`src/rtl/alu_pkg.sv`:
```
// Shared ALU operation encodings used by the ALU, the datapath decoder and
// any block that borrows the ALU.
package alu_pkg;

  typedef enum logic [2:0] {
    ALU_ADD = 3'b000,
    ALU_SUB = 3'b001,
    ALU_AND = 3'b010,
    ALU_OR  = 3'b011,
    ALU_SLT = 3'b100,
    ALU_SLL = 3'b101
  } alu_ctrl_e;

endpackage

```
`src/rtl/alu_mul_sequencer.sv`:
```
// Shift-and-add multiplier sequencer: produces the low XLEN bits of
// op_a*op_b by borrowing the shared single-cycle ALU for ADD and SLL steps.
module alu_mul_sequencer
  import alu_pkg::*;
#(
  parameter int unsigned XLEN     = 32,
  parameter int unsigned MAX_ITER = 32,
  parameter int unsigned CNT_W    = 6
) (
  input  logic            clk,
  input  logic            rst_n,
  input  logic            start,
  input  logic [XLEN-1:0] op_a,
  input  logic [XLEN-1:0] op_b,
  output logic            busy,
  output logic            done,
  output logic [XLEN-1:0] result,
  output logic            alu_req,
  input  logic            alu_gnt,
  output logic [XLEN-1:0] alu_srca,
  output logic [XLEN-1:0] alu_srcb,
  output logic [2:0]      alu_ctrl,
  input  logic [XLEN-1:0] alu_result
);

  typedef enum logic [2:0] {
    S_IDLE,
    S_EVAL,
    S_ADD,
    S_SHIFT,
    S_DONE
  } state_e;

  state_e          r_state;
  state_e          w_next;
  logic [XLEN-1:0] r_acc;
  logic [XLEN-1:0] r_mcand;
  logic [XLEN-1:0] r_mplier;
  logic [CNT_W-1:0] r_cnt;
  logic [XLEN-1:0] r_result;
  logic            w_finish;

  // Multiplication is complete once no multiplier bits remain or the
  // iteration cap has been reached.
  assign w_finish = (r_mplier == '0) || (r_cnt == CNT_W'(MAX_ITER));
  assign result   = r_result;

  // State register.
  always_ff @(posedge clk or negedge rst_n) begin
    if (!rst_n) begin
      r_state <= S_IDLE;
    end else begin
      r_state <= w_next;
    end
  end

  // Next-state decode and ALU drive; ALU inputs are parked at zero/ADD
  // whenever the ALU is not being requested.
  always_comb begin
    w_next   = r_state;
    busy     = (r_state != S_IDLE);
    done     = (r_state == S_DONE);
    alu_req  = 1'b0;
    alu_srca = '0;
    alu_srcb = '0;
    alu_ctrl = ALU_ADD;
    case (r_state)
      S_IDLE: begin
        if (start) w_next = S_EVAL;
      end
      S_EVAL: begin
        if (w_finish)        w_next = S_DONE;
        else if (r_mplier[0]) w_next = S_ADD;
        else                 w_next = S_SHIFT;
      end
      S_ADD: begin
        alu_req  = 1'b1;
        alu_srca = r_acc;
        alu_srcb = r_mcand;
        alu_ctrl = ALU_ADD;
        if (alu_gnt) w_next = S_SHIFT;
      end
      S_SHIFT: begin
        alu_req  = 1'b1;
        alu_srca = r_mcand;
        alu_srcb = XLEN'(1);
        alu_ctrl = ALU_SLL;
        if (alu_gnt) w_next = S_EVAL;
      end
      S_DONE: begin
        w_next = S_IDLE;
      end
      default: begin
        w_next = S_IDLE;
      end
    endcase
  end

  // Operand/accumulator registers; ALU results are only taken on granted cycles.
  // result is captured on the EVAL->DONE transition (acc is already final
  // there) so it is valid in the same cycle done is high.
  always_ff @(posedge clk or negedge rst_n) begin
    if (!rst_n) begin
      r_acc    <= '0;
      r_mcand  <= '0;
      r_mplier <= '0;
      r_cnt    <= '0;
      r_result <= '0;
    end else begin
      case (r_state)
        S_IDLE: begin
          if (start) begin
            r_acc    <= '0;
            r_mcand  <= op_a;
            r_mplier <= op_b;
            r_cnt    <= '0;
          end
        end
        S_EVAL: begin
          if (w_finish) r_result <= r_acc;
        end
        S_ADD: begin
          if (alu_gnt) r_acc <= alu_result;
        end
        S_SHIFT: begin
          if (alu_gnt) begin
            r_mcand  <= alu_result;
            r_mplier <= r_mplier >> 1;
            r_cnt    <= r_cnt + 1'b1;
          end
        end
        default: begin
        end
      endcase
    end
  end

endmodule

```
`config.mk`:
```
export PLATFORM = sky130hd
export DESIGN_NAME = alu_mul_sequencer
export DESIGN_NICKNAME = d
export VERILOG_FILES = /design/src/rtl/alu_pkg.sv /design/src/rtl/alu_mul_sequencer.sv
export SDC_FILE = /design/constraint.sdc
export NUM_CORES = 1
export LEC_CHECK = 0
export BUFFER_PORTS_ARGS = -buffer_cell sky130_fd_sc_hd__buf_4
export CORE_ASPECT_RATIO = 0.75
export CORE_MARGIN = 3
export CORE_UTILIZATION = 35
export DETAILED_ROUTE_END_ITERATION = 7
export HOLD_SLACK_MARGIN = 0.03
export PLACE_DENSITY = 0.55
export RECOVER_POWER = 25
export SYNTH_ARGS = -nofsm -noshare
export SYNTH_HDL_FRONTEND = slang
export SYNTH_SLANG_ARGS = --single-unit
```
`constraint.sdc`:
```
create_clock -name clk -period 1.94 [get_ports clk]
set_clock_uncertainty 0.05 [all_clocks]
set_input_delay 0.194 -clock clk [delete_from_list [all_inputs] [get_ports clk]]
set_output_delay 0.194 -clock clk [all_outputs]
set_load 0.02 [all_outputs]
```
==> qor.yml, run 1 <==
status: "finished, final reports clean"
cts-root-buf: "clkbuf_16"
hold_viol: 0
wl_per_cell_um: 17.77
fin_crit_ns: 1.883
slew_headroom_pct: 33.98
intPower_mw: 10.18
crit_top_cell: "buf_4"
place_area_mm2: 0.009484
grt_max_degree: 66
track_usage_pct: 20.91
maxSlewViolCount: 0
core_mm2: 0.02061
synthTopCellsByArea: "dfrtp_1, mux2i_1, nor2_1"
fin_area_mm2: 0.01131
required_ns: 1.70
grt_first_pass_wirelength_um: 39230
cts_buffers: 17
p_sw_mw: 7.419
dp.cells: 1270
start_util_pct: 36.36
synth_top_area_cell: "dfrtp_1"
maxCapViolations: 0
firstDrtPassIters: 5
fp-row-count: 45
drt_iter0_markers: 434
combPwrFrac_pct: 53.5
wirelength_um: 24960
clock_latency_ns: 0.41
io_buffer_count: 200
yosysSeqAreaShare_pct: 45.75
die_area_mm2: 0.02322
critPathTopFamily: "buffers and inverters"
finalSetupViolations: 0
syn_to_final_growth_pct: 50.96
cts.sinks: 137
drive_gt1_share_pct: 28.94
synth_area_mm2: 0.007493
max_stage_delay_ns: 0.37
async_reset_ff_share_pct: 100.0
p_per_area_mw_per_mm2: 1555
start_kind: "flip-flop"
grt_remaining_overflow: 0
power.leakage_nw: 4.880
vias: 7086
cp.arrival_ns: 1.64
cts.path.max_buffers: 2
ant_nets: 0
setup_slack_ns: 0.05696
gp_congestion: 0.7695
antenna_cells: 0
crit_chain: "nand2b_4, buf_4, buf_4, nor2_1, buf_4"
finalNonFillerCells: 1405
slowest_stage: "dfrtp_1"
vdd_ir_drop_max_v: 0.0006669
pin_count: 202
htree_num_levels: 4
nets: 1212
rsz0062_at_grt: "yes"
postSynthCellCount: 827
seqPwrFrac_pct: 28.5
ys_ff_latch: 137
clock_power_share_pct: 18.0
die_w_um: 175.0
min_path_type: "input port to flip-flop"
cts_tree: "built"
synth_warnings: 0
endpoint_kind: "primary output"
power_mw: 17.59
die_h_um: 132.7
fin_crit_sh_pct: 97.06
nFillCells: 1889
critical_path_class: "flip-flop to primary output"
path_max_fanout: 10
hpwl_um: 15830
synth_flop_cell: "dfrtp_1"
swShare_pct: 42.17
worst_pin_slew_ns: 0.9903
synth.avg_cell_area_um2: 9.061
synth_nets: 929
timing.fmax_mhz: 531.1
yosysTopAreaCellShare_pct: 45.75
post-place-ws_ns: -0.01129
synth_edf_count: 0
drc: 0
finalSetupTns_ns: 0
grt_pass1_vias: 7221
vias_per_cell: 5.043
path_clk_slew_ns: 0.06
cp_num_buf_inv: 3
rrSetupSlack_ns: 0.10
yosysUniqueCellTypes: 41
grt_antenna_before_repair: 0
[through the flow]
stage | util (%) | hold WS [ns]
after floorplan | - | -0.1516
after global placement | 46.02 | 0.08178
after detailed placement | 46.02 | 0.08294
after CTS | 53.92 | 0.03155
after global routing | 54.89 | 0.04536
final | 54.89 | 0.04626
[cell usage after synthesis, types with 4 or more instances]
master and n:
a21oi_1 65, a2bb2oi_1 32, and2_1 34, buf_1 4
buf_2 18, buf_4 8, clkbuf_1 41, dfrtp_1 137
inv_1 6, mux2i_1 96, nand2_1 103, nand3_1 34
nor2_1 107, nor4_1 8, o211ai_1 32, o21ai_0 34
or3_1 33, xnor2_1 4
[kinds of logic after synthesis]
logic type / Yosys count / synth area share, %
DFF: 137 / 45.75
muxes: 97 / 12.97
buffers and inverters: 82 / 5.026
xor gates and xnor gates: 4 / 0.4675
and+or+nand+nor: 330 / 20.22
other: 1 / 0.05004
AOI/OAI and AO/OA: 174 / 15.18
adders and majority gates: 2 / 0.3339
[worst paths after layout]
| check | from | endpoint | cells after the start |
|---|---|---|---|
| max | r_state[2] | alu_srca[0] | 5 |
| min | op_a[23] | r_mcand[23] | 3 |
| min in group asynchronous | rst_n | r_acc[26] | 2 |
| max in group asynchronous | rst_n | r_mplier[4] | 3 |
| max reg2reg | r_state[0] | result[28] | 6 |
| min reg2reg | r_acc[12] | r_acc[12] | 2 |
[state kept, by name, summed over array words and instances (netlist names)]
register / count
r_cnt: 6
r_state: 3
r_acc: 32
r_mcand: 32
result: 32
r_mplier: 32
[power by group through the flow]
stage / Clock, mW / Combinational [mW] / Sequential [mW]
CTS: 3.23 / 9.24 / 4.93
detailed placement: 0 / 8.61 / 4.94
global placement: 0 / 8.53 / 4.93
finish: 3.16 / 9.42 / 5.02
floorplan: 0 / 5.54 / 4.72
global route: 3.36 / 10.3 / 5.20
[cells in the final DEF (no fill, tap or decap), drive strengths merged, types with 4 or more instances in the layout]
cell	instances
a21oi	66
a2bb2oi	32
and2	34
buf	249
clkbuf	20
clkinv	8
dfrtp	137
dlygate4sd3	85
inv	11
mux2i	96
nand2	103
nand3	34
nor2	107
nor4	8
o211ai	32
o21ai	34
or3	33
xnor2	4
[cell type report]
class                      instances  area [µm²]  area share, %
tap                              282       352.8          3.119
timing repair buffer             339        3087          27.29
clock inverter                    15       145.1          1.283
clock buffer                      17       425.4          3.761
multi-input combinational        608        3846          34.00
inverter                           7       26.28         0.2323
sequential                       137        3430          30.32
[worst reg2reg max path, cell delays in order (launching register included)]
cell and delay [ns]:
dfrtp_2 0.40, bufbuf_16 0.33, nor3b_4 0.23, buf_6 0.24
nand2_1 0.12, or3_1 0.32, nand3_1 0.07
[repair_timing]
action / CTS / global route
cloned: 2 / 3
resized for setup: 11 / 41
endpoints found under the setup margin: 79 / 84
pin swaps: 0 / 1
hold buffers: 85 / 0
buffers inserted: 11 / 3
endpoints found under the hold margin: 141 / 0
[routing by layer]
metal  global-route usage [%]  vias to the layer above  wire, µm
li1                         -                     3467         -
met4                    4.296                        0       191
met5                        0                        -         0
met1                    29.22                     3418     11970
met2                    33.66                      186     11460
met3                    4.475                       15      1340
Note: power is estimated with default switching activity, not from simulation.
==> run 2, diff against run 1 <==
==> constraint.sdc (replaced) <==
create_clock -name clk -period 1.94 [get_ports clk]
set_clock_uncertainty 0.05 [all_clocks]
set_input_delay 0.097 -clock clk [delete_from_list [all_inputs] [get_ports clk]]
set_output_delay 0.097 -clock clk [all_outputs]
set_load 0.02 [all_outputs]
==> qor.yml, run 2 (same netlist as run 1, synthesis figures left out) <==
timing.fmax_mhz: 518.6
path_clk_slew_ns: 0.06
status: "finished, final reports clean"
nFillCells: 1854
clock_latency_ns: 0.42
final_cell_mix: "buf_4, dfrtp_1, nor2_1"
worst_pin_slew_ns: 1.299
grt_antenna_before_repair: 2
fin_crit_ns: 1.928
track_usage_pct: 21.11
maxCapViolations: 0
path_max_fanout: 5
min_path_type: "input port to flip-flop"
swShare_pct: 41.99
critical_path_class: "flip-flop to primary output"
die_area_mm2: 0.02322
io_buffer_count: 200
cp_num_buf_inv: 5
slowest_stage: "dfrtp_1"
met2_wirelength_um: 11310
required_ns: 1.79
die_w_um: 175.0
start_util_pct: 36.36
endpoint_kind: "primary output"
clock_power_share_pct: 17.4
seqPwrFrac_pct: 28.1
drt_iter0_markers: 433
fp-row-count: 45
vdd_ir_drop_max_v: 0.0007347
vias: 7094
wl_met1_um: 11920
cts-root-buf: "clkbuf_16"
syn_to_final_growth_pct: 52.70
gp_congestion: 0.7793
cts.path.max_buffers: 2
fin_util_pct: 55.53
start_kind: "flip-flop"
drive_gt1_share_pct: 28.06
finalSetupViolations: 0
fin_crit_sh_pct: 99.39
top_layer_used: "met4"
die_h_um: 132.7
cp.arrival_ns: 1.78
htree_num_levels: 4
place_area_mm2: 0.009484
wl_per_cell_um: 17.40
p_sw_mw: 7.397
drc: 0
finalSetupTns_ns: 0
grt_pass1_vias: 7019
finalNonFillerCells: 1420
maxSlewViolCount: 0
slew_headroom_pct: 13.39
max_stage_delay_ns: 0.38
cts_tree: "built"
crit_top_cell: "buf_6"
nets: 1226
hold_viol: 0
critPathTopFamily: "buffers and inverters"
wirelength_um: 24710
crit_chain: "buf_6, nand2b_4, buf_12, nor2_4, buf_6, clkbuf_16, and2_4, buf_6"
rsz0062_at_grt: "yes"
combPwrFrac_pct: 54.5
grt_first_pass_wirelength_um: 39250
wl_met3_um: 1321
grt_remaining_overflow: 0
power_mw: 17.61
cts.sinks: 137
p_per_area_mw_per_mm2: 1539
final_common_cell: "buf_4"
fin_area_mm2: 0.01144
intPower_mw: 10.22
core_mm2: 0.02061
firstDrtPassIters: 5
hpwl_um: 16070
pin_count: 202
cts_buffers: 17
dp.cells: 1270
power.leakage_nw: 4.922
ant_nets: 0
grt_max_degree: 66
vias_per_cell: 4.996
==> run 2: cell types whose count changed in the layout (fill, tap and decap cells not counted), sizes merged <==
cell,before,now
diode,0,1
clkinv,8,3
bufbuf,2,1
clkbuf,20,22
bufinv,1,0
inv,11,10
dlygate4sd3,85,100
clkinvlp,2,6
buf,249,250
==> run 2: timing repair <==
action,CTS,global route
hold buffers,100,0
endpoints found under the setup margin,52,93
endpoints found under the hold margin,236,0
gates cloned,3,1
pin swaps,1,5
setup buffers,9,6
resized for setup,18,39
==> run 2: final cells by class <==
type	count	area (µm²)	share of cell area [%]
multi-input combinational	608	3799	33.20
sequential	137	3430	29.97
timing repair buffer	353	3282	28.68
clock buffer	20	456.7	3.991
tap	282	352.8	3.084
clock inverter	12	93.84	0.8201
inverter	7	26.28	0.2296
antenna	1	2.502	0.02187
==> run 2: worst register-to-register path, stage by stage (launching register included) <==
cell and delay, ns:
dfrtp_1 0.38, buf_4 0.15, buf_4 0.17, nor2_1 0.15, nand2_1 0.07, a21oi_1 0.15, a311oi_1 0.06, dlygate4sd3_1 0.56
==> run 2: metrics by stage <==
stage          hold slack [ns]  worst slack (ns)
6_report                0.4127           0.01189
3_3_place_gp           0.01816           0.08714
5_1_grt                 0.4439          -0.05292
2_1_floorplan          -0.2486            0.1187
4_1_cts                 0.1462         0.0004646
3_5_place_dp           0.01818           0.04383
==> run 2: final timing paths <==
kind                            depth (start not counted)  slack (ns)            to  startpoint
worst max-delay path                                    8        0.01  alu_srcb[28]  r_state[1]
worst max register to register                          7        0.07      r_cnt[0]  r_state[2]
worst min register to register                          2        0.46      r_acc[1]    r_acc[1]
worst min-delay path                                    4        0.41  r_mplier[31]    op_b[31]
max in group asynchronous                               3        0.48   r_mcand[12]       rst_n
min in group asynchronous                               2        0.44   r_mcand[29]       rst_n
==> run 2: layer usage <==
layer  global-route usage [%]  vias to the layer above
met5                        0                        -
met3                    5.135                       14
met2                    32.68                      190
met1                    30.10                     3390
met4                    4.562                        0
li1                         -                     3500
==> run 2: power groups by stage <==
stage	Combinational, mW	Clock [mW]	Sequential [mW]
after global placement	8.54	0	4.91
after detailed placement	8.59	0	4.93
after floorplan	5.54	0	4.72
after global routing	10.4	3.26	5.11
after CTS	9.28	3.12	4.88
final	9.61	3.06	4.95
